### config.mk
export PLATFORM = sky130hd
export DESIGN_NAME = ps2_keyboard
export DESIGN_NICKNAME = d
export VERILOG_FILES = /design/src/rtl/ps2_keyboard.sv
export SDC_FILE = /design/constraint.sdc
export NUM_CORES = 1
export LEC_CHECK = 0
export ABC_AREA = 1
export CORE_MARGIN = 2
export CORE_UTILIZATION = 54
export DETAILED_ROUTE_END_ITERATION = 8
export PLACE_DENSITY = 0.85
export SLEW_MARGIN = 20
export SYNTH_ARGS = -nofsm -noshare
export SYNTH_HDL_FRONTEND = slang
export SYNTH_SLANG_ARGS = --single-unit
### constraint.sdc
create_clock -name clk -period 1.9 [get_ports clk]
set_input_delay 0.38 -clock clk [delete_from_list [all_inputs] [get_ports clk]]
set_output_delay 0.38 -clock clk [all_outputs]
set_load 0.1 [all_outputs]
### src/rtl/ps2_keyboard.sv
// ps2_keyboard: PS/2 set-2 receiver feeding Hack keycodes to Memory.kbIn (odd parity check when PS2_PARITY_CHECK_EN is defined)
module ps2_keyboard #(
    parameter int FRAME_TIMEOUT = 50000,
    parameter int SYNC_STAGES   = 2
) (
    input  logic        clk,
    input  logic        rst,
    input  logic        ps2_clk,
    input  logic        ps2_data,
    output logic [15:0] kbOut,
    output logic        frame_err
);
    localparam int CW = $clog2(FRAME_TIMEOUT + 1);
    localparam logic [CW-1:0] TO = CW'(FRAME_TIMEOUT);

    typedef enum logic [1:0] {IDLE, DATA, PARITY, STOP} state_t;

    state_t state, next_state;
    logic [SYNC_STAGES-1:0] clk_sync, data_sync;
    logic clk_s, data_s, clk_prev, fall, timeout, par_ok, byte_ok, err, byte_valid;
    logic [2:0] bit_cnt;
    logic [7:0] shreg, code;
    logic [CW-1:0] cnt;
    logic ext, brk, lshift, rshift;
    logic [8:0] key, last_sc;

    assign clk_s   = clk_sync[SYNC_STAGES-1];
    assign data_s  = data_sync[SYNC_STAGES-1];
    assign fall    = clk_prev & ~clk_s;
    assign timeout = (state != IDLE) && !fall && (cnt == TO);
    assign key     = {ext, shreg};
    assign code    = keymap(key, lshift | rshift);

`ifdef PS2_PARITY_CHECK_EN
    logic par;
    assign par_ok = ^{shreg, par};
`else
    assign par_ok = 1'b1;
`endif

    // Scan code (with extended flag) to Hack code; 0 means unmapped
    function automatic logic [7:0] keymap(input logic [8:0] k, input logic sh);
        logic [7:0] r;
        case (k)
            9'h01C: r = 8'h61;
            9'h032: r = 8'h62;
            9'h021: r = 8'h63;
            9'h023: r = 8'h64;
            9'h024: r = 8'h65;
            9'h02B: r = 8'h66;
            9'h034: r = 8'h67;
            9'h033: r = 8'h68;
            9'h043: r = 8'h69;
            9'h03B: r = 8'h6A;
            9'h042: r = 8'h6B;
            9'h04B: r = 8'h6C;
            9'h03A: r = 8'h6D;
            9'h031: r = 8'h6E;
            9'h044: r = 8'h6F;
            9'h04D: r = 8'h70;
            9'h015: r = 8'h71;
            9'h02D: r = 8'h72;
            9'h01B: r = 8'h73;
            9'h02C: r = 8'h74;
            9'h03C: r = 8'h75;
            9'h02A: r = 8'h76;
            9'h01D: r = 8'h77;
            9'h022: r = 8'h78;
            9'h035: r = 8'h79;
            9'h01A: r = 8'h7A;
            9'h045: r = 8'h30;
            9'h016: r = 8'h31;
            9'h01E: r = 8'h32;
            9'h026: r = 8'h33;
            9'h025: r = 8'h34;
            9'h02E: r = 8'h35;
            9'h036: r = 8'h36;
            9'h03D: r = 8'h37;
            9'h03E: r = 8'h38;
            9'h046: r = 8'h39;
            9'h029: r = 8'h20;
            9'h05A: r = 8'd128;
            9'h066: r = 8'd129;
            9'h076: r = 8'd140;
            9'h16B: r = 8'd130;
            9'h175: r = 8'd131;
            9'h174: r = 8'd132;
            9'h172: r = 8'd133;
            default: r = 8'h00;
        endcase
        return (sh && r >= 8'h61 && r <= 8'h7A) ? r - 8'h20 : r;
    endfunction

    // Synchronise the asynchronous PS/2 lines; idle-high reset avoids a false edge
    always_ff @(posedge clk) begin
        if (rst) begin
            clk_sync  <= '1;
            data_sync <= '1;
            clk_prev  <= 1'b1;
        end else begin
            clk_sync  <= {clk_sync[SYNC_STAGES-2:0], ps2_clk};
            data_sync <= {data_sync[SYNC_STAGES-2:0], ps2_data};
            clk_prev  <= clk_s;
        end
    end

    // Receive FSM state register
    always_ff @(posedge clk) begin
        if (rst) state <= IDLE;
        else     state <= next_state;
    end

    // Next state: advance on PS/2 falling edges, abort on timeout
    always_comb begin
        next_state = state;
        case (state)
            IDLE:   if (fall && !data_s) next_state = DATA;
            DATA:   if (fall && bit_cnt == 3'd7) next_state = PARITY;
            PARITY: if (fall) next_state = STOP;
            STOP:   if (fall) next_state = IDLE;
            default: next_state = IDLE;
        endcase
        if (timeout) next_state = IDLE;
    end

    // FSM outputs: good byte at a valid stop bit, error on bad stop/parity or timeout
    always_comb begin
        byte_ok = (state == STOP) && fall && data_s && par_ok;
        err     = ((state == STOP) && fall && !(data_s && par_ok)) || timeout;
    end

    // Frame datapath: bit shifting, timeout counter and registered pulses
    always_ff @(posedge clk) begin
        if (rst) begin
            bit_cnt    <= '0;
            shreg      <= '0;
            cnt        <= '0;
            byte_valid <= 1'b0;
            frame_err  <= 1'b0;
`ifdef PS2_PARITY_CHECK_EN
            par        <= 1'b0;
`endif
        end else begin
            byte_valid <= byte_ok;
            frame_err  <= err;
            cnt        <= (state == IDLE || fall) ? '0 : cnt + 1'b1;
            if (fall && state == IDLE) bit_cnt <= '0;
            if (fall && state == DATA) begin
                shreg   <= {data_s, shreg[7:1]};
                bit_cnt <= bit_cnt + 1'b1;
            end
`ifdef PS2_PARITY_CHECK_EN
            if (fall && state == PARITY) par <= data_s;
`endif
        end
    end

    // Decoder: track prefixes and shift, hold the last pressed key's code until its release
    always_ff @(posedge clk) begin
        if (rst) begin
            kbOut   <= '0;
            ext     <= 1'b0;
            brk     <= 1'b0;
            lshift  <= 1'b0;
            rshift  <= 1'b0;
            last_sc <= '0;
        end else if (byte_valid) begin
            if (shreg == 8'hE0) ext <= 1'b1;
            else if (shreg == 8'hF0) brk <= 1'b1;
            else begin
                ext <= 1'b0;
                brk <= 1'b0;
                if (key == 9'h012) lshift <= ~brk;
                else if (key == 9'h059) rshift <= ~brk;
                else if (brk) begin
                    if (key == last_sc) kbOut <= '0;
                end else if (code != 8'h00) begin
                    kbOut   <= {8'h00, code};
                    last_sc <= key;
                end
            end
        end
    end
endmodule

==> impl_results.html <==
<table>
<tr><th>Metric</th><th>Value</th></tr>
<tr><th colspan="2">Status</th></tr>
<tr><td>Result of the run</td><td>finished, violations left</td></tr>
<tr><td>Violated checks</td><td>setup timing</td></tr>
<tr><th colspan="2">Synthesis</th></tr>
<tr><td>Post-synthesis sequential element count</td><td>57</td></tr>
<tr><td>Number of warning messages in the yosys log</td><td>0</td></tr>
<tr><td>Synth Area per Inst</td><td>around 6.6 um2</td></tr>
<tr><td>Synthesized area</td><td>0.00341 mm2</td></tr>
<tr><td>Instance count of the mapped netlist</td><td>517</td></tr>
<tr><td>Sequential-to-total area share from yosys stat</td><td>33.4%</td></tr>
<tr><td>Cell variety after synth</td><td>42</td></tr>
<tr><th colspan="2">Detailed routing</th></tr>
<tr><td>Initial DRC Count</td><td>553</td></tr>
<tr><td>Number of antenna-violating nets in the routed design</td><td>0</td></tr>
<tr><td>Detail-routed via count per cell</td><td>6.31</td></tr>
<tr><td>Post-route DRC</td><td>0</td></tr>
<tr><td>Post-DR wirelength/cell</td><td>19.2 um</td></tr>
<tr><td>Wire length after detailed routing</td><td>13.6 mm</td></tr>
<tr><td>Vias</td><td>approximately 4500</td></tr>
<tr><td>Number of search-and-repair iterations in the first detailed-routing pass</td><td>6</td></tr>
<tr><th colspan="2">CTS</th></tr>
<tr><td>Num CTS Buffers</td><td>9</td></tr>
<tr><td>Clock-pin slew of the registers on the worst-case setup and hold paths</td><td>0.08 ns</td></tr>
<tr><td>CTS tree</td><td>done</td></tr>
<tr><td>Number of buffers on the longest clock path</td><td>2</td></tr>
<tr><td>CTS Root Buffer Type</td><td>clkbuf_8</td></tr>
<tr><td>Worst skew pair latency</td><td>between 0.3 and 0.4 ns</td></tr>
<tr><td>H-tree depth</td><td>3</td></tr>
<tr><td>Hold bufs inserted after CTS</td><td>0</td></tr>
<tr><td>Clock net sink count</td><td>57</td></tr>
<tr><th colspan="2">Layout</th></tr>
<tr><td>P&amp;R area growth vs syn</td><td>42.9%</td></tr>
<tr><td>Number of standard cells in the layout, taps in and fillers out</td><td>706</td></tr>
<tr><td>Nets@finish</td><td>between 600 and 700</td></tr>
<tr><td>Antenna diode count</td><td>0</td></tr>
<tr><td>Share of post-route cells with drive strength above 1</td><td>41.7%</td></tr>
<tr><td>Fraction of the core area covered by cells at the end of the flow</td><td>roughly four fifths</td></tr>
<tr><td>Most frequent cells in the layout</td><td>buf_4 (99), nor2_1 (74), nand2_1 (69), dfxtp_1 (47), inv_1 (42)</td></tr>
<tr><td>Post-layout instance area</td><td>0.00488 mm2</td></tr>
<tr><td>Most frequent standard cell in the layout excluding fill and tap cells</td><td>buf_4</td></tr>
<tr><th colspan="2">Global route</th></tr>
<tr><td>Largest net degree at the start of global routing</td><td>20</td></tr>
<tr><td>Wire length of the first global-routing pass</td><td>18.0 mm</td></tr>
<tr><td>Vias in the first global route</td><td>4051</td></tr>
<tr><td>Total grt overflow</td><td>0</td></tr>
<tr><td>Global-route usage over all layers</td><td>a little under a third</td></tr>
<tr><td>Number of antenna violations at the first check in global routing</td><td>0</td></tr>
<tr><th colspan="2">Timing</th></tr>
<tr><td>Highest attainable clock frequency</td><td>0.441 GHz</td></tr>
<tr><td>Setup Skew</td><td>0.0142 ns</td></tr>
<tr><td>Transition at the pin with the smallest max-transition slack</td><td>0.609 ns</td></tr>
<tr><td>Setup-failing EPs final</td><td>19</td></tr>
<tr><td>Number of endpoints with negative hold slack in the final report</td><td>0</td></tr>
<tr><td>Final period utilization</td><td>119%</td></tr>
<tr><td>Hold Slack</td><td>0.430 ns</td></tr>
<tr><td>Relative max-transition margin</td><td>59.3%</td></tr>
<tr><td>Final worst setup slack</td><td>-0.367 ns</td></tr>
<tr><td>RSZ-0062 raised after global routing</td><td>yes</td></tr>
<tr><td>Final Slew Violations</td><td>0</td></tr>
<tr><td>Time the final worst path needs with I/O delays and setup</td><td>2.27 ns</td></tr>
<tr><th colspan="2">Die</th></tr>
<tr><td>Die area</td><td>between 0.006 and 0.007 mm2</td></tr>
<tr><td>Starting Density</td><td>56.6%</td></tr>
<tr><td>Vert. Die Dim</td><td>83.5 um</td></tr>
<tr><td>Die X-Extent</td><td>approximately 84 um</td></tr>
<tr><td>Placeable core region</td><td>0.00603 mm2</td></tr>
<tr><td>Std-Cell Rows</td><td>28</td></tr>
<tr><td>I/O pin total</td><td>21</td></tr>
<tr><th colspan="2">Worst setup path</th></tr>
<tr><td>Crit Path Class</td><td>flop to flop</td></tr>
<tr><td>Worst path required time</td><td>2.14 ns</td></tr>
<tr><td>Worst-path fanout max</td><td>7</td></tr>
<tr><td>Arrival time of data at the critical path endpoint</td><td>about 2.5 ns</td></tr>
<tr><td>Cells along the critical path</td><td>buf_4 -&gt; nor2_2 -&gt; nand3_2 -&gt; a21oi_2 -&gt; nor2_1 -&gt; nand2_2 -&gt; nor2_1 -&gt; nand2_2 -&gt; inv_2 -&gt; ha_4 -&gt; nand4_1 -&gt; nand3_1 -&gt; a21oi_2</td></tr>
<tr><td>Category of the worst setup path capture point</td><td>flop</td></tr>
<tr><td>Standard cell with the maximum stage delay on the critical path</td><td>dfxtp_4</td></tr>
<tr><td>Startpoint kind of the worst setup timing path</td><td>flop</td></tr>
<tr><td>Critical path's largest stage delay</td><td>0.37 ns</td></tr>
<tr><th colspan="2">Place</th></tr>
<tr><td>Count of input and output buffers</td><td>12</td></tr>
<tr><td>Total instance count after detailed placement</td><td>672</td></tr>
<tr><td>Detailed-placement wirelength estimate</td><td>6.98 mm</td></tr>
<tr><td>Weighted congestion reported at the end of routability-driven placement</td><td>0.980</td></tr>
<tr><td>Post-detailed-placement cell area</td><td>0.00412 mm2</td></tr>
<tr><th colspan="2">Worst hold path</th></tr>
<tr><td>Min-Delay Path Class</td><td>flop to flop</td></tr>
<tr><th colspan="2">Pwr</th></tr>
<tr><td>Pleak</td><td>2.28 nW</td></tr>
<tr><td>Power per cell area</td><td>584 mW/mm2</td></tr>
<tr><td>Worst VDD drop</td><td>0.532 mV</td></tr>
<tr><th colspan="2">Job</th></tr>
<tr><td># Max-Cap Violations</td><td>0</td></tr>
</table>
## cell families (layout without fill, tap and decap cells)
| logic type | after synthesis | in the layout | synth area share [%] |
|---|---|---|---|
| AOI/OAI and AO/OA | 90 | 90 | 14.9 |
| xor gates and xnor gates | 3 | 3 | 0.770 |
| adders and majority gates | 9 | 9 | 3.30 |
| buffers and inverters | 81 | 186 | 10.3 |
| DFF | 57 | 57 | 33.4 |
| other | 1 | 8 | 0.110 |
| and+or+nand+nor | 276 | 278 | 37.2 |
## synthesized netlist by cell type (all sizes together)
| master | number | area, um2 |
|---|---|---|
| a211oi | 3 | 22.5 |
| a21oi | 40 | 208 |
| a221oi | 2 | 17.5 |
| a22oi | 1 | 7.51 |
| a31oi | 1 | 6.26 |
| buf | 14 | 97.6 |
| clkbuf | 6 | 22.5 |
| conb | 1 | 3.75 |
| dfxtp | 57 | 1140 |
| ha | 9 | 113 |
| inv | 61 | 231 |
| nand2 | 115 | 494 |
| nand3 | 24 | 130 |
| nand3b | 1 | 7.51 |
| nand4 | 10 | 62.6 |
| nor2 | 103 | 437 |
| nor3 | 11 | 55.1 |
| nor3b | 2 | 15.0 |
| nor4 | 4 | 31.3 |
| o2111ai | 2 | 17.5 |
| o21a | 4 | 30.0 |
| o21ai | 33 | 169 |
| o221ai | 1 | 8.76 |
| o22ai | 2 | 12.5 |
| o41ai | 1 | 8.76 |
| or2 | 6 | 37.5 |
| xnor2 | 2 | 17.5 |
| xor2 | 1 | 8.76 |
## registers in the layout, summed over array words and instances, names as in the netlist
name,flops
bit_cnt,3
brk,1
byte_valid,1
clk_prev,1
clk_sync,2
cnt,16
data_sync,2
ext,1
frame_err,1
kbOut,8
last_sc,9
lshift,1
rshift,1
shreg,8
state,2
## per-stage QoR
stage / setup TNS [ns] / power (mW) / setup slack [ns]
6_report: -4.15 / 2.85 / -0.367
5_1_grt: -5.27 / 2.91 / -0.471
2_1_floorplan: 0 / 1.50 / 0.00521
3_5_place_dp: -1.32 / 1.58 / -0.156
3_3_place_gp: -1.07 / 1.57 / -0.149
4_1_cts: -0.424 / 2.75 / -0.0685
## worst max-delay path: cells and delay by family (launching register included)
| kind | cells | cell delay [ns] |
|---|---|---|
| AO/OA/AOI/OAI | 2 | 0.30 |
| adder cells (fa/ha/maj) | 1 | 0.26 |
| buffers and inverters | 2 | 0.22 |
| flip-flops | 1 | 0.37 |
| AND/OR/NAND/NOR | 8 | 0.99 |
## where the power goes
part	internal (mW)	switching (mW)	total, mW
sequential	1.21	0.0226	1.23
clock	0.678	0.540	1.22
combinational	0.122	0.272	0.394
total	2.01	0.835	2.85
## area by class of cell
type / instances / area, um2
multi-input cells: 388 / 2320
flip-flops and latches: 57 / 1170
fillers: 311 / 1150
repair buffers: 109 / 852
inverters: 61 / 239
clock buffers: 12 / 155
well taps: 75 / 93.8
clock inverters: 4 / 51.3
## repair_timing
action,CTS,global route
setup buffers,7,10
gates cloned,2,0
endpoints found under the setup margin,18,23
gates resized for setup,57,65
pin swaps,15,33
## final timing paths
path              cells after the start                     from                      end  slack (ns)
hold / removal                        1  data_sync[0]$_SDFF_PP1_  data_sync[1]$_SDFF_PP1_        0.43
hold reg to reg                       1  data_sync[0]$_SDFF_PP1_  data_sync[1]$_SDFF_PP1_        0.43
setup reg to reg                     13    shreg[4]$_SDFFE_PP0P_    kbOut[6]$_SDFFE_PP0P_       -0.37
setup / recovery                     13    shreg[4]$_SDFFE_PP0P_    kbOut[6]$_SDFFE_PP0P_       -0.37
## routing by layer
metal  vias up  wire, um  global-route usage, %  share of wire, %
met1      1988      4700                   32.8                35
met5         -         0                      0                 0
met2       399      6190                   55.8                46
li1       1897         -                      -                 -
met4         0      1280                   23.0               9.4
met3       169      1410                   7.42                10
(Power assumes the default switching activity.)
